### src/rtl/intc.sv
// -----------------------------------------------------------------------------
// intc -- parametrised external interrupt controller (DBus slave)
//
// Collects NUM_SOURCES interrupt request lines through a per-source gateway
// (level or rising-edge), applies per-source enable/priority and a global
// threshold, and presents the best candidate as a registered irq / irq_id pair
// to the trap unit. Software takes an interrupt by reading CLAIM and hands it
// back by writing the ID to COMPLETE.
//
// Optional feature macro: INTC_SWTRIG_EN
//   defined   -> PENDING is write-1-to-set (byte strobes honoured)
//   undefined -> writes to PENDING are silently ignored
//
// Ports:
//   clk           system clock
//   rst_n         synchronous reset, active-low
//   src           raw interrupt request lines (already in clk domain)
//   rd_en, wr_en  DBus read / write strobes
//   addr          word address into the register window
//   wr_data       write data
//   wr_strobe     byte write enables
//   rd_data       read data (combinational, 0 when idle or unmapped)
//   access_fault  unmapped access (combinational)
//   irq           machine external interrupt request (registered)
//   irq_id        ID of the current best candidate, 0 = none (registered)
//
// Register map (word addresses):
//   0 PENDING  1 ENABLE  2 EDGE  3 THRESHOLD  4 CLAIM/COMPLETE
//   8.. PRIORITY, eight 4-bit fields per word
// -----------------------------------------------------------------------------
module intc #(
  parameter int NUM_SOURCES = 10,
  parameter int PRIO_WIDTH  = 3,
  parameter int ADDR_WIDTH  = 4
) (
  input  logic                   clk,
  input  logic                   rst_n,
  input  logic [NUM_SOURCES-1:0] src,
  input  logic                   rd_en,
  input  logic                   wr_en,
  input  logic [ADDR_WIDTH-1:0]  addr,
  input  logic [31:0]            wr_data,
  input  logic [3:0]             wr_strobe,
  output logic [31:0]            rd_data,
  output logic                   access_fault,
  output logic                   irq,
  output logic [4:0]             irq_id
);

  localparam int NUM_PRIO_WORDS = (NUM_SOURCES + 7) / 8;

  // ---------------------------------------------------------------------------
  // State
  // ---------------------------------------------------------------------------
  logic [NUM_SOURCES-1:0] pending_q, pending_d;
  logic [NUM_SOURCES-1:0] in_service_q, in_service_d;
  logic [NUM_SOURCES-1:0] enable_q, enable_d;
  logic [NUM_SOURCES-1:0] edge_q, edge_d;
  logic [NUM_SOURCES-1:0] prev_src_q;
  logic [PRIO_WIDTH-1:0]  threshold_q, threshold_d;
  logic                   irq_q, irq_d;
  logic [4:0]             irq_id_q, irq_id_d;

  // ---------------------------------------------------------------------------
  // Address decode
  // ---------------------------------------------------------------------------
  logic [31:0] addr_w;
  logic [31:0] prio_word;
  logic sel_pend, sel_en, sel_edge, sel_thr, sel_claim, sel_prio, mapped;

  assign addr_w    = 32'(addr);
  assign prio_word = addr_w - 32'd8;
  assign sel_pend  = (addr_w == 32'd0);
  assign sel_en    = (addr_w == 32'd1);
  assign sel_edge  = (addr_w == 32'd2);
  assign sel_thr   = (addr_w == 32'd3);
  assign sel_claim = (addr_w == 32'd4);
  // Only priority words that hold at least one implemented source are mapped.
  assign sel_prio  = (addr_w >= 32'd8) && (addr_w < 32'(8 + NUM_PRIO_WORDS));
  assign mapped    = sel_pend | sel_en | sel_edge | sel_thr | sel_claim | sel_prio;

  assign access_fault = (rd_en | wr_en) & ~mapped;

  // ---------------------------------------------------------------------------
  // Per-source logic: gateway, claim/complete decode, priority register
  // ---------------------------------------------------------------------------
  logic [NUM_SOURCES-1:0]            bit_strobe;
  logic [NUM_SOURCES-1:0]            gw_set;
  logic [NUM_SOURCES-1:0]            sw_set;
  logic [NUM_SOURCES-1:0]            claim_mask;
  logic [NUM_SOURCES-1:0]            complete_mask;
  logic [NUM_SOURCES-1:0]            eligible;
  logic [NUM_SOURCES*PRIO_WIDTH-1:0] prio_all;
  logic                              claim_hit;
  logic                              complete_en;

  // Claim acts on every edge rd_en is held at CLAIM, but only if there is a
  // candidate; the pre-edge irq_id selects the source.
  assign claim_hit   = rd_en & sel_claim & (irq_id_q != 5'd0);
  assign complete_en = wr_en & sel_claim & wr_strobe[0];

  generate
    for (genvar gi = 0; gi < NUM_SOURCES; gi++) begin : g_src
      localparam int WORD = gi / 8;
      localparam int LSB  = 4 * (gi % 8);

      logic [PRIO_WIDTH-1:0] prio_q, prio_d;

      assign bit_strobe[gi] = wr_strobe[gi / 8];

      // Level mode is masked while in service so a held line does not
      // re-pend until completion; edge mode latches every new rising edge.
      assign gw_set[gi] = edge_q[gi] ? (src[gi] & ~prev_src_q[gi])
                                     : (src[gi] & ~in_service_q[gi]);

      assign claim_mask[gi]    = claim_hit & (irq_id_q == 5'(gi + 1));
      // IDs 0 and out-of-range never match a source, so they fall away here.
      assign complete_mask[gi] = complete_en & (wr_data[4:0] == 5'(gi + 1));

      always_comb begin
        prio_d = prio_q;
        if (wr_en && sel_prio && (prio_word == 32'(WORD)) && wr_strobe[LSB / 8]) begin
          prio_d = wr_data[LSB +: PRIO_WIDTH];
        end
      end

      always_ff @(posedge clk) begin
        if (!rst_n) begin
          prio_q <= '0;
        end else begin
          prio_q <= prio_d;
        end
      end

      assign prio_all[gi*PRIO_WIDTH +: PRIO_WIDTH] = prio_q;
      assign eligible[gi] = pending_q[gi] & enable_q[gi] & ~in_service_q[gi]
                          & (prio_q > threshold_q);
    end
  endgenerate

`ifdef INTC_SWTRIG_EN
  assign sw_set = (wr_en && sel_pend) ? (wr_data[NUM_SOURCES-1:0] & bit_strobe) : '0;
`else
  assign sw_set = '0;
`endif

  // ---------------------------------------------------------------------------
  // Register next-state
  // ---------------------------------------------------------------------------
  always_comb begin
    enable_d    = enable_q;
    edge_d      = edge_q;
    threshold_d = threshold_q;

    if (wr_en && sel_en) begin
      enable_d = (enable_q & ~bit_strobe) | (wr_data[NUM_SOURCES-1:0] & bit_strobe);
    end
    if (wr_en && sel_edge) begin
      edge_d = (edge_q & ~bit_strobe) | (wr_data[NUM_SOURCES-1:0] & bit_strobe);
    end
    if (wr_en && sel_thr && wr_strobe[0]) begin
      threshold_d = wr_data[PRIO_WIDTH-1:0];
    end

    // A same-cycle gateway set overrides the claim clear.
    pending_d    = (pending_q & ~claim_mask) | gw_set | sw_set;
    in_service_d = (in_service_q | claim_mask) & ~complete_mask;
  end

  // ---------------------------------------------------------------------------
  // Arbitration: highest priority wins, strict compare keeps the lowest ID
  // on ties because sources are scanned in ascending order.
  // ---------------------------------------------------------------------------
  logic [PRIO_WIDTH-1:0] best_prio;
  logic [4:0]            best_id;

  always_comb begin
    best_prio = '0;
    best_id   = '0;
    for (int i = 0; i < NUM_SOURCES; i++) begin
      if (eligible[i] && (prio_all[i*PRIO_WIDTH +: PRIO_WIDTH] > best_prio)) begin
        best_prio = prio_all[i*PRIO_WIDTH +: PRIO_WIDTH];
        best_id   = 5'(i + 1);
      end
    end
    irq_id_d = best_id;
    irq_d    = (best_id != 5'd0);
  end

  // ---------------------------------------------------------------------------
  // Sequential state
  // ---------------------------------------------------------------------------
  always_ff @(posedge clk) begin
    if (!rst_n) begin
      pending_q    <= '0;
      in_service_q <= '0;
      enable_q     <= '0;
      edge_q       <= '0;
      prev_src_q   <= '0;
      threshold_q  <= '0;
      irq_q        <= 1'b0;
      irq_id_q     <= '0;
    end else begin
      pending_q    <= pending_d;
      in_service_q <= in_service_d;
      enable_q     <= enable_d;
      edge_q       <= edge_d;
      prev_src_q   <= src;
      threshold_q  <= threshold_d;
      irq_q        <= irq_d;
      irq_id_q     <= irq_id_d;
    end
  end

  assign irq    = irq_q;
  assign irq_id = irq_id_q;

  // ---------------------------------------------------------------------------
  // Read mux
  // ---------------------------------------------------------------------------
  logic [31:0] prio_rd;

  always_comb begin
    prio_rd = '0;
    for (int i = 0; i < NUM_SOURCES; i++) begin
      if (prio_word == 32'(i / 8)) begin
        prio_rd[4*(i%8) +: PRIO_WIDTH] = prio_all[i*PRIO_WIDTH +: PRIO_WIDTH];
      end
    end

    rd_data = '0;
    if (rd_en) begin
      if (sel_pend)       rd_data = 32'(pending_q);
      else if (sel_en)    rd_data = 32'(enable_q);
      else if (sel_edge)  rd_data = 32'(edge_q);
      else if (sel_thr)   rd_data = 32'(threshold_q);
      else if (sel_claim) rd_data = 32'(irq_id_q);
      else if (sel_prio)  rd_data = prio_rd;
    end
  end

  // Upper data/strobe bits are architecturally ignored for most registers.
  logic unused_inputs;
  assign unused_inputs = ^{wr_data, wr_strobe};

endmodule

### config.mk
export PLATFORM = sky130hd
export DESIGN_NAME = intc
export DESIGN_NICKNAME = d
export VERILOG_FILES = /design/src/rtl/intc.sv
export SDC_FILE = /design/constraint.sdc
export NUM_CORES = 1
export LEC_CHECK = 0
export CORE_ASPECT_RATIO = 1.4
export CORE_UTILIZATION = 55
export CTS_CLUSTER_SIZE = 24
export DETAILED_ROUTE_END_ITERATION = 10
export GPL_TIMING_DRIVEN = 0
export PLACE_DENSITY = 0.88
export SYNTH_ARGS = -nofsm -noshare
export SYNTH_HDL_FRONTEND = slang
export SYNTH_SLANG_ARGS = --single-unit
export TNS_END_PERCENT = 30
### constraint.sdc
create_clock -name clk -period 16.35 [get_ports clk]
set_input_delay 2.4525 -clock clk [delete_from_list [all_inputs] [get_ports clk]]
set_output_delay 2.4525 -clock clk [all_outputs]
set_load 0.03 [all_outputs]
==> results.json <==
{
  "route.met2.wl_mm": 9.43,
  "clkTransAtPathRegs_ns": 0.07,
  "start_util_pct": 56.1,
  "netlist_area_sq_um": 6070,
  "synth_seq_area_share_pct": 29.0,
  "final_core_utilization_pct": 67.5,
  "design.core.area_sq_um": 10800,
  "die_width_microns": 90.8,
  "die-area_sq_um": 11500,
  "critPathMaxStageDelay_ns": 0.51,
  "fin_setup_tns_ns": 0,
  "synth_top_area_cell": "dfxtp_1",
  "finalWorstSetupSlack_ns": 1.74,
  "worstPathMaxFanout": 10,
  "cts_resized": 0,
  "synth.top_cells.by_count": "dfxtp_1, nor2b_1, mux2i_1",
  "dr_wl_met3_mm": 1.32,
  "synthArstFlopShare_pct": 0,
  "fin_cells": 941,
  "clock_sink_count": 88,
  "grt_antenna_before_repair": 0,
  "seqCellArea_sq_um": 1760,
  "portBuffers": 73,
  "hold-path-endpoint": "in_service_q[2]",
  "die_y_microns": 126,
  "fin_crit_sh_pct": 89.3,
  "yosysMostFrequentCell": "dfxtp_1",
  "antenna_left": 0,
  "cpMaxStageDelayCell": "nor4_1",
  "clkLatencyLatePin_ns": 0.35,
  "min_path_cells": 2,
  "synthTopCellsByArea": "dfxtp_1, ha_1, mux2i_1, nor2b_1, and2_1",
  "startpoint_type": "flip-flop",
  "grt_pass1_wl_mm": 28.9,
  "post_cts_buffers": 0,
  "r2r_end": "irq",
  "fmax_mhz": 68.5,
  "cts_hold_buffers": 0,
  "vias": 5838,
  "crit_top_cell": "ha_1",
  "min_period_ns": 14.61,
  "critical_path_class": "flip-flop to flip-flop",
  "grtUsageTotal_pct": 32.6,
  "grt_max_degree": 17,
  "grt_overflow": 0,
  "ys_warn_count": 0,
  "critPathArrivalTime_ns": 14.88,
  "ctsRootBufferMaster": "clkbuf_16",
  "drive_gt1_share_pct": 8.13,
  "synth_top_area_share_pct": 29.0,
  "min-delay-start": "in_service_q[2]",
  "dp_hpwl_mm": 14.3,
  "io_pins": 93,
  "routed_via_density": 6.20,
  "worst_pin_slew_ns": 1.23,
  "setup_viol": 0,
  "drcViolationCount": 0,
  "finClkSkew_ns": 0.00602,
  "top_layer_used": "met4",
  "rrSetupSlack_ns": 1.74,
  "place_inst": 925,
  "n_antenna_cell": 0,
  "postSynthCellCount": 704,
  "reg2regPathDepth": 61,
  "cts_tree": "done",
  "p_leak_nw": 2.66,
  "maxSlewViolCount": 0,
  "std_cell_rows": 45,
  "pre_cts_ws_ns": 1.63,
  "drv_cap": 0,
  "dr.first_iter.drc_count": 403,
  "rsz0062_at_grt": "false",
  "route.layer.met1.wl_mm": 6.85,
  "gp_congestion": 0.968,
  "nets": 899,
  "crit_required_ns": 16.63,
  "hp-class": "flip-flop to flip-flop",
  "multi_input_area_sq_um": 4060,
  "r2r-start": "threshold_q[2]",
  "synth-edff-count": 0,
  "grt_pass1_vias": 5734,
  "powerDensity_nw_per_um2": 64.5,
  "wl_mm": 18.6,
  "slew_headroom_pct": 17.7,
  "yosysUniqueCellTypes": 76,
  "ir_drop_mv": 0.0568,
  "cts_buffer_depth": 2,
  "ys_ff_latch": 88,
  "hold_violations": 0,
  "fill_cells": 907,
  "cts_buffers": 9,
  "firstDrtPassIters": 5,
  "ys.flop_type": "dfxtp_1",
  "avgSynthCellArea_sq_um": 8.62,
  "layout-area-overhead-vs-synth_pct": 20.2,
  "status": "completed",
  "end_kind": "flip-flop",
  "htree_levels": 3,
  "routedWlPerCell_microns": 19.8
}
## metal layers
metal  global-route usage [%]  vias up
met3                     5.25       73
met5                        0        -
met2                     58.5      306
met1                     35.2     2737
met4                     20.9        0
li1                         -     2722
## logic make-up after synthesis
| logic type | synth area share, % |
|---|---|
| adders and majority gates | 10.1 |
| and+or+nand+nor | 25.6 |
| AOI/OAI and AO/OA | 19.8 |
| buffers and inverters | 4.47 |
| other | 0.0618 |
| muxes | 11.0 |
| DFF | 29.0 |
## layout by cell type, fill, tap and decap left out, drive strengths merged, types with 12 or more instances in the layout
cell type	n
clkdlybuf4s50	73
and3	15
mux2i	61
nor2	46
o21ai	40
nand3	24
nor2b	70
ha	49
clkbuf	32
a22oi	14
and2	33
a21oi	36
buf	12
inv	32
nand2	44
dfxtp	88
## report_power, final
part           switching [W]  leakage [nW]  internal (W)
clock              0.0000954         0.133      0.000105
combinational      0.0000263          1.81     0.0000227
sequential        0.00000313         0.715      0.000218
## area by class of cell
class	count	area share (%)
well taps	141	2.42
inverters	28	1.44
flip-flops and latches	88	24.2
plain buffers	33	2.28
clock inverters	6	0.703
repair buffers	75	10.2
clock buffers	9	3.09
multi-input cells	561	55.7
## worst max path at each step
stage	startpoint	end
2_1_floorplan	threshold_q[2]	irq
6_report	threshold_q[2]	irq
3_3_place_gp	threshold_q[2]	irq
4_1_cts	threshold_q[2]	irq_id[1]
5_1_grt	threshold_q[2]	irq_id[1]
3_5_place_dp	threshold_q[2]	irq
## per-stage QoR
step	power [W]	hold slack, ns	cell area, sq um
floorplan	0.000252	0.444	6090
global placement	0.000273	0.473	7000
detailed placement	0.000274	0.481	7010
CTS	0.000471	0.490	7290
global route	0.000485	0.538	7290
finish	0.000471	0.489	7290
## critical path: cells and delay by family, from the launching register on
kind | cells | cell delay, ns
mux | 4 | 1.44
buf+inv | 3 | 0.63
fa+ha+maj | 10 | 3.15
simple gates | 27 | 5.05
compound gates | 17 | 3.84
flops | 1 | 0.37
Power figures use the tool's default switching activity.
==> edit 1 (same settings) <==
Add an input register stage for `src`, cleared by the reset; this delays it by one clock. The other inputs are not delayed to match.
--- a/src/rtl/intc.sv
+++ b/src/rtl/intc.sv
@@ -49,6 +49,16 @@
 
   localparam int NUM_PRIO_WORDS = (NUM_SOURCES + 7) / 8;
 
+  logic [NUM_SOURCES-1:0] src_q;
+
+  always_ff @(posedge clk) begin
+    if (!rst_n) begin
+      src_q <= '0;
+    end else begin
+      src_q <= src;
+    end
+  end
+
   // ---------------------------------------------------------------------------
   // State
   // ---------------------------------------------------------------------------
@@ -110,8 +120,8 @@
 
       // Level mode is masked while in service so a held line does not
       // re-pend until completion; edge mode latches every new rising edge.
-      assign gw_set[gi] = edge_q[gi] ? (src[gi] & ~prev_src_q[gi])
-                                     : (src[gi] & ~in_service_q[gi]);
+      assign gw_set[gi] = edge_q[gi] ? (src_q[gi] & ~prev_src_q[gi])
+                                     : (src_q[gi] & ~in_service_q[gi]);
 
       assign claim_mask[gi]    = claim_hit & (irq_id_q == 5'(gi + 1));
       // IDs 0 and out-of-range never match a source, so they fall away here.
@@ -205,7 +215,7 @@
       in_service_q <= in_service_d;
       enable_q     <= enable_d;
       edge_q       <= edge_d;
-      prev_src_q   <= src;
+      prev_src_q   <= src_q;
       threshold_q  <= threshold_d;
       irq_q        <= irq_d;
       irq_id_q     <= irq_id_d;
Behaviour: not the same (Yosys sat finds a counterexample within 4 cycles, from zero or initial values and one cycle with rst_n low).
==> edit 1 against the original RTL <==
  * Synthesized area rose by 0.93%
  * Via count rose by 0.48%
  * Sequential power rose by 12%
  * Setup slack improved by 0.92 ns
  * Power rose by 7.4%
  * Sequential cell count rose by 10
  * Routed wire length fell by 0.60%
  * Final area rose by 0.60%
==> edit 1: results <==
{
  "status": "complete, no violations",
  "pre_cts_ws_ns": 2.82,
  "syn-instance-count": 721,
  "leakagePower_nw": 2.84,
  "grt_start_max_net_pins": 16,
  "tightestPinTransition_ns": 1.27,
  "firstDrtPassIters": 7,
  "htree_levels": 3,
  "grt_pass1_wl_mm": 28.8,
  "wirelength_mm": 18.5,
  "syn2layout_area_growth_pct": 19.8,
  "drive_gt1_frac": 0.0726,
  "clock-skew-final_ns": 0.00555,
  "grt_usage": 0.321,
  "nets": 913,
  "dr.first_iter.drc_count": 360,
  "synth_compound_area_frac": 0.161,
  "min_path_cells": 1,
  "synth_cell_type_count": 78,
  "path_max_fanout": 11,
  "port_buffers": 71,
  "crit_required_ns": 16.61,
  "muxShareOfSynthArea": 0.112,
  "dp.cells": 940,
  "place_area_um2": 7050,
  "hpwlAfterDp_mm": 14.2,
  "synth_fa_ha_area_frac": 0.104,
  "route.vias.total": 5866,
  "ys_seq_area_frac": 0.320,
  "ir_drop_mv": 0.0638,
  "n_fill_cell": 884,
  "slowest_delay_ns": 0.67,
  "synth_area_leaders": "dfxtp_1 (32%), mux2i_1 (10%), ha_1 (10%), nor2_1 (5.2%), nand2_1 (3.4%)",
  "place_congestion": 0.931,
  "r2r_cells": 56
}
-- edit 1: logic make-up (layout without fill, tap and decap cells) --
family,Yosys count,after routing
and+or+nand+nor,304,304
adders and majority gates,51,51
AOI/OAI and AO/OA,137,137
muxes,67,67
DFF,98,98
buffers and inverters,63,149
other,1,7
-- edit 1: worst register-to-register path, delay by kind of cell (launching register included) --
kind | cells | cell delay [ns]
simple gates | 28 | 5.65
flops | 1 | 0.31
buf+inv | 2 | 0.55
fa+ha+maj | 12 | 3.60
mux | 3 | 0.95
compound gates | 11 | 2.54
-- edit 1: layout make-up --
class	count	area share
Buffer	38	0.0242
Timing Repair Buffer	72	0.0979
Tap cell	141	0.0240
Multi-Input combinational cell	566	0.535
Clock inverter	4	0.00733
Inverter	25	0.0128
Clock buffer	10	0.0312
Sequential cell	98	0.267
-- edit 1: power by group through the flow --
| stage | sequential [mW] | combinational (mW) | clock [mW] |
|---|---|---|---|
| floorplan | 0.251 | 0.0257 | 0 |
| global placement | 0.252 | 0.0450 | 0 |
| detailed placement | 0.253 | 0.0466 | 0 |
| CTS | 0.247 | 0.0470 | 0.211 |
| global route | 0.248 | 0.0507 | 0.222 |
| finish | 0.247 | 0.0475 | 0.211 |
-- edit 1: path summary, 6_finish.rpt --
kind                                      end            from  slack [ns]
worst max-delay path                      irq  threshold_q[2]        2.66
worst min-delay path            prev_src_q[4]        src_q[4]        0.46
worst max register to register            irq  threshold_q[2]        2.66
worst min register to register  prev_src_q[4]        src_q[4]        0.46
-- edit 1: layer usage --
metal / global-route usage / routed length, um / share of wire
met5: 0 / 0 / 0
met4: 0.207 / 930 / 0.050
met3: 0.0570 / 1260 / 0.068
met2: 0.584 / 9420 / 0.51
met1: 0.338 / 6870 / 0.37
==> edit 2 (config.mk and constraints unchanged) <==
Without the edit above. Add a define of `INTC_SWTRIG_EN`.
--- a/src/rtl/intc.sv
+++ b/src/rtl/intc.sv
@@ -28,6 +28,8 @@
 //   0 PENDING  1 ENABLE  2 EDGE  3 THRESHOLD  4 CLAIM/COMPLETE
 //   8.. PRIORITY, eight 4-bit fields per word
 // -----------------------------------------------------------------------------
+`define INTC_SWTRIG_EN
+
 module intc #(
   parameter int NUM_SOURCES = 10,
   parameter int PRIO_WIDTH  = 3,
Behaviour: not the same (Yosys sat finds a counterexample within 4 cycles, from zero or initial values and one cycle with rst_n low).
==> edit 2 against the original RTL <==
  * Routed wire length is 0.97% lower
  * Power grew 2.0%
  * Clock skew is 0.0053 ns higher
  * Final area fell by 2.0%
  * Largest cell class unchanged
  * Synthesized area decreased by 2.1%
  * Highest routed layer unchanged
  * Sequential cell count unchanged
  * Setup slack got worse by 0.28 ns
  * Critical path type unchanged
  * Final cell count is 2.6% higher
  * Synthesized cell count grew 4.3%
  * Maximum frequency decreased by 1.9%
  * Sequential share of layout area increased by 0.49 points
==> edit 2: results <==
{
  "slowest_delay_ns": 0.86,
  "synth_compound_area_frac": 0.199,
  "firstDrtPassIters": 6,
  "ir_drop_mv": 0.0542,
  "port_buffers": 71,
  "nets": 925,
  "hpwlAfterDp_mm": 14.3,
  "grt_usage": 0.330,
  "synth_area_leaders": "dfxtp_1 (30%), ha_1 (10%), mux2i_1 (8.1%), nor2_1 (5.3%), nand2_1 (5.1%)",
  "hold_path_class": "register to register",
  "status": "complete, no violations",
  "first_global_vias": 5857,
  "place_congestion": 0.999,
  "route.vias.total": 5955,
  "dr.first_iter.drc_count": 432,
  "n_fill_cell": 870,
  "fin_cells": 965,
  "htree_levels": 3,
  "startpoint_type": "register",
  "worstReg2RegStart": "threshold_q[2]",
  "synth_fa_ha_area_frac": 0.105,
  "dp.cells": 949,
  "fin_crit_sh": 0.910,
  "rrSetupSlack_ns": 1.47,
  "relSlewSlack": 0.0845,
  "synth_xor_area_frac": 0,
  "grt_pass1_wl_mm": 29.3,
  "grt_start_max_net_pins": 19,
  "leakagePower_nw": 2.75,
  "diodes": 0,
  "clockBufferDepth": 2,
  "cts-resized-gates": 0,
  "cts_root_buf": "clkbuf_16",
  "antenna_found_initial": 0,
  "arrival_ns": 15.12,
  "wirelength_mm": 18.4,
  "muxShareOfSynthArea": 0.0947,
  "cts_buffers": 9,
  "cts.clk_slew.worst_paths_ns": 0.07,
  "r2r_cells": 61,
  "clock-skew-final_ns": 0.0113,
  "path_max_fanout": 10,
  "ys_seq_area_frac": 0.296,
  "synthTopCellsByCount": "dfxtp_1 (88), nor2_1 (84), nand2_1 (81), a21oi_1 (55), ha_1 (49)",
  "syn_area_per_cell_um2": 8.10,
  "synth_cell_type_count": 71,
  "r2r_end": "irq",
  "drive_gt1_frac": 0.0665
}
-- edit 2: cell count changes after synthesis, sizes merged, moves of 6 or more --
cell | unedited run | this run
nor2b | 70 | 11
nand2 | 44 | 82
nor2 | 46 | 84
a21oi | 36 | 55
mux2i | 61 | 48
clkbuf | 22 | 30
nand3 | 24 | 17
nor4 | 11 | 4
o21ai | 40 | 33
and2 | 33 | 39
-- edit 2: per-stage QoR --
step           setup slack (ns)   util  hold WS, ns  area [um^2]  power (mW)
2_1_floorplan              3.70      -        0.436         5970       0.251
3_3_place_gp               2.14  0.655        0.460         6850       0.271
3_5_place_dp               1.78  0.655        0.466         6860       0.273
4_1_cts                    1.61  0.683        0.475         7150       0.476
5_1_grt                   0.501  0.683        0.498         7150       0.491
6_report                   1.47  0.683        0.478         7150       0.480
-- edit 2: logic make-up after synthesis --
family                   Yosys count
AND/OR/NAND/NOR                  301
AO/OA/AOI/OAI                    169
buffers and inverters             70
flip-flops                        88
multiplexers                      55
other                              1
adder cells (fa/ha/maj)           50
-- edit 2: how the worst max path moves through the flow --
stage / endpoint / slack (ns) / depth (start not counted)
floorplan: irq / 3.70 / 61
global placement: irq / 2.14 / 61
global route: irq / 0.50 / 61
detailed placement: irq / 1.78 / 61
CTS: irq / 1.61 / 61
finish: irq / 1.47 / 61
-- edit 2: area by class of cell --
cell class / count / area, um^2 / share of cell area
multi-input cells: 582 / 3920 / 0.549
clock buffers: 9 / 225 / 0.0315
well taps: 138 / 173 / 0.0242
clock inverters: 7 / 67.6 / 0.00945
inverters: 33 / 124 / 0.0173
repair buffers: 71 / 711 / 0.0994
plain buffers: 37 / 165 / 0.0231
flip-flops and latches: 88 / 1760 / 0.246
-- edit 2: report_power, final --
| part | internal [mW] | total [mW] | switching, mW |
|---|---|---|---|
| clock network | 0.108 | 0.211 | 0.103 |
| registers | 0.218 | 0.222 | 0.00329 |
| logic | 0.0201 | 0.0474 | 0.0273 |
-- edit 2: metal layers --
metal  wire, um  part of all wire  track usage
met5          0                 0            0
met4        885             0.048        0.208
met3       1150             0.062       0.0426
met2       9340              0.51        0.588
met1       7050              0.38        0.370
-- edit 2: critical path, delay by kind of cell (launching register included) --
kind	cells	cell delay, ns
AND/OR/NAND/NOR	29	5.73
AO/OA/AOI/OAI	16	3.66
adder cells (fa/ha/maj)	10	2.89
multiplexers	4	1.49
buffers and inverters	2	0.66
flip-flops	1	0.33
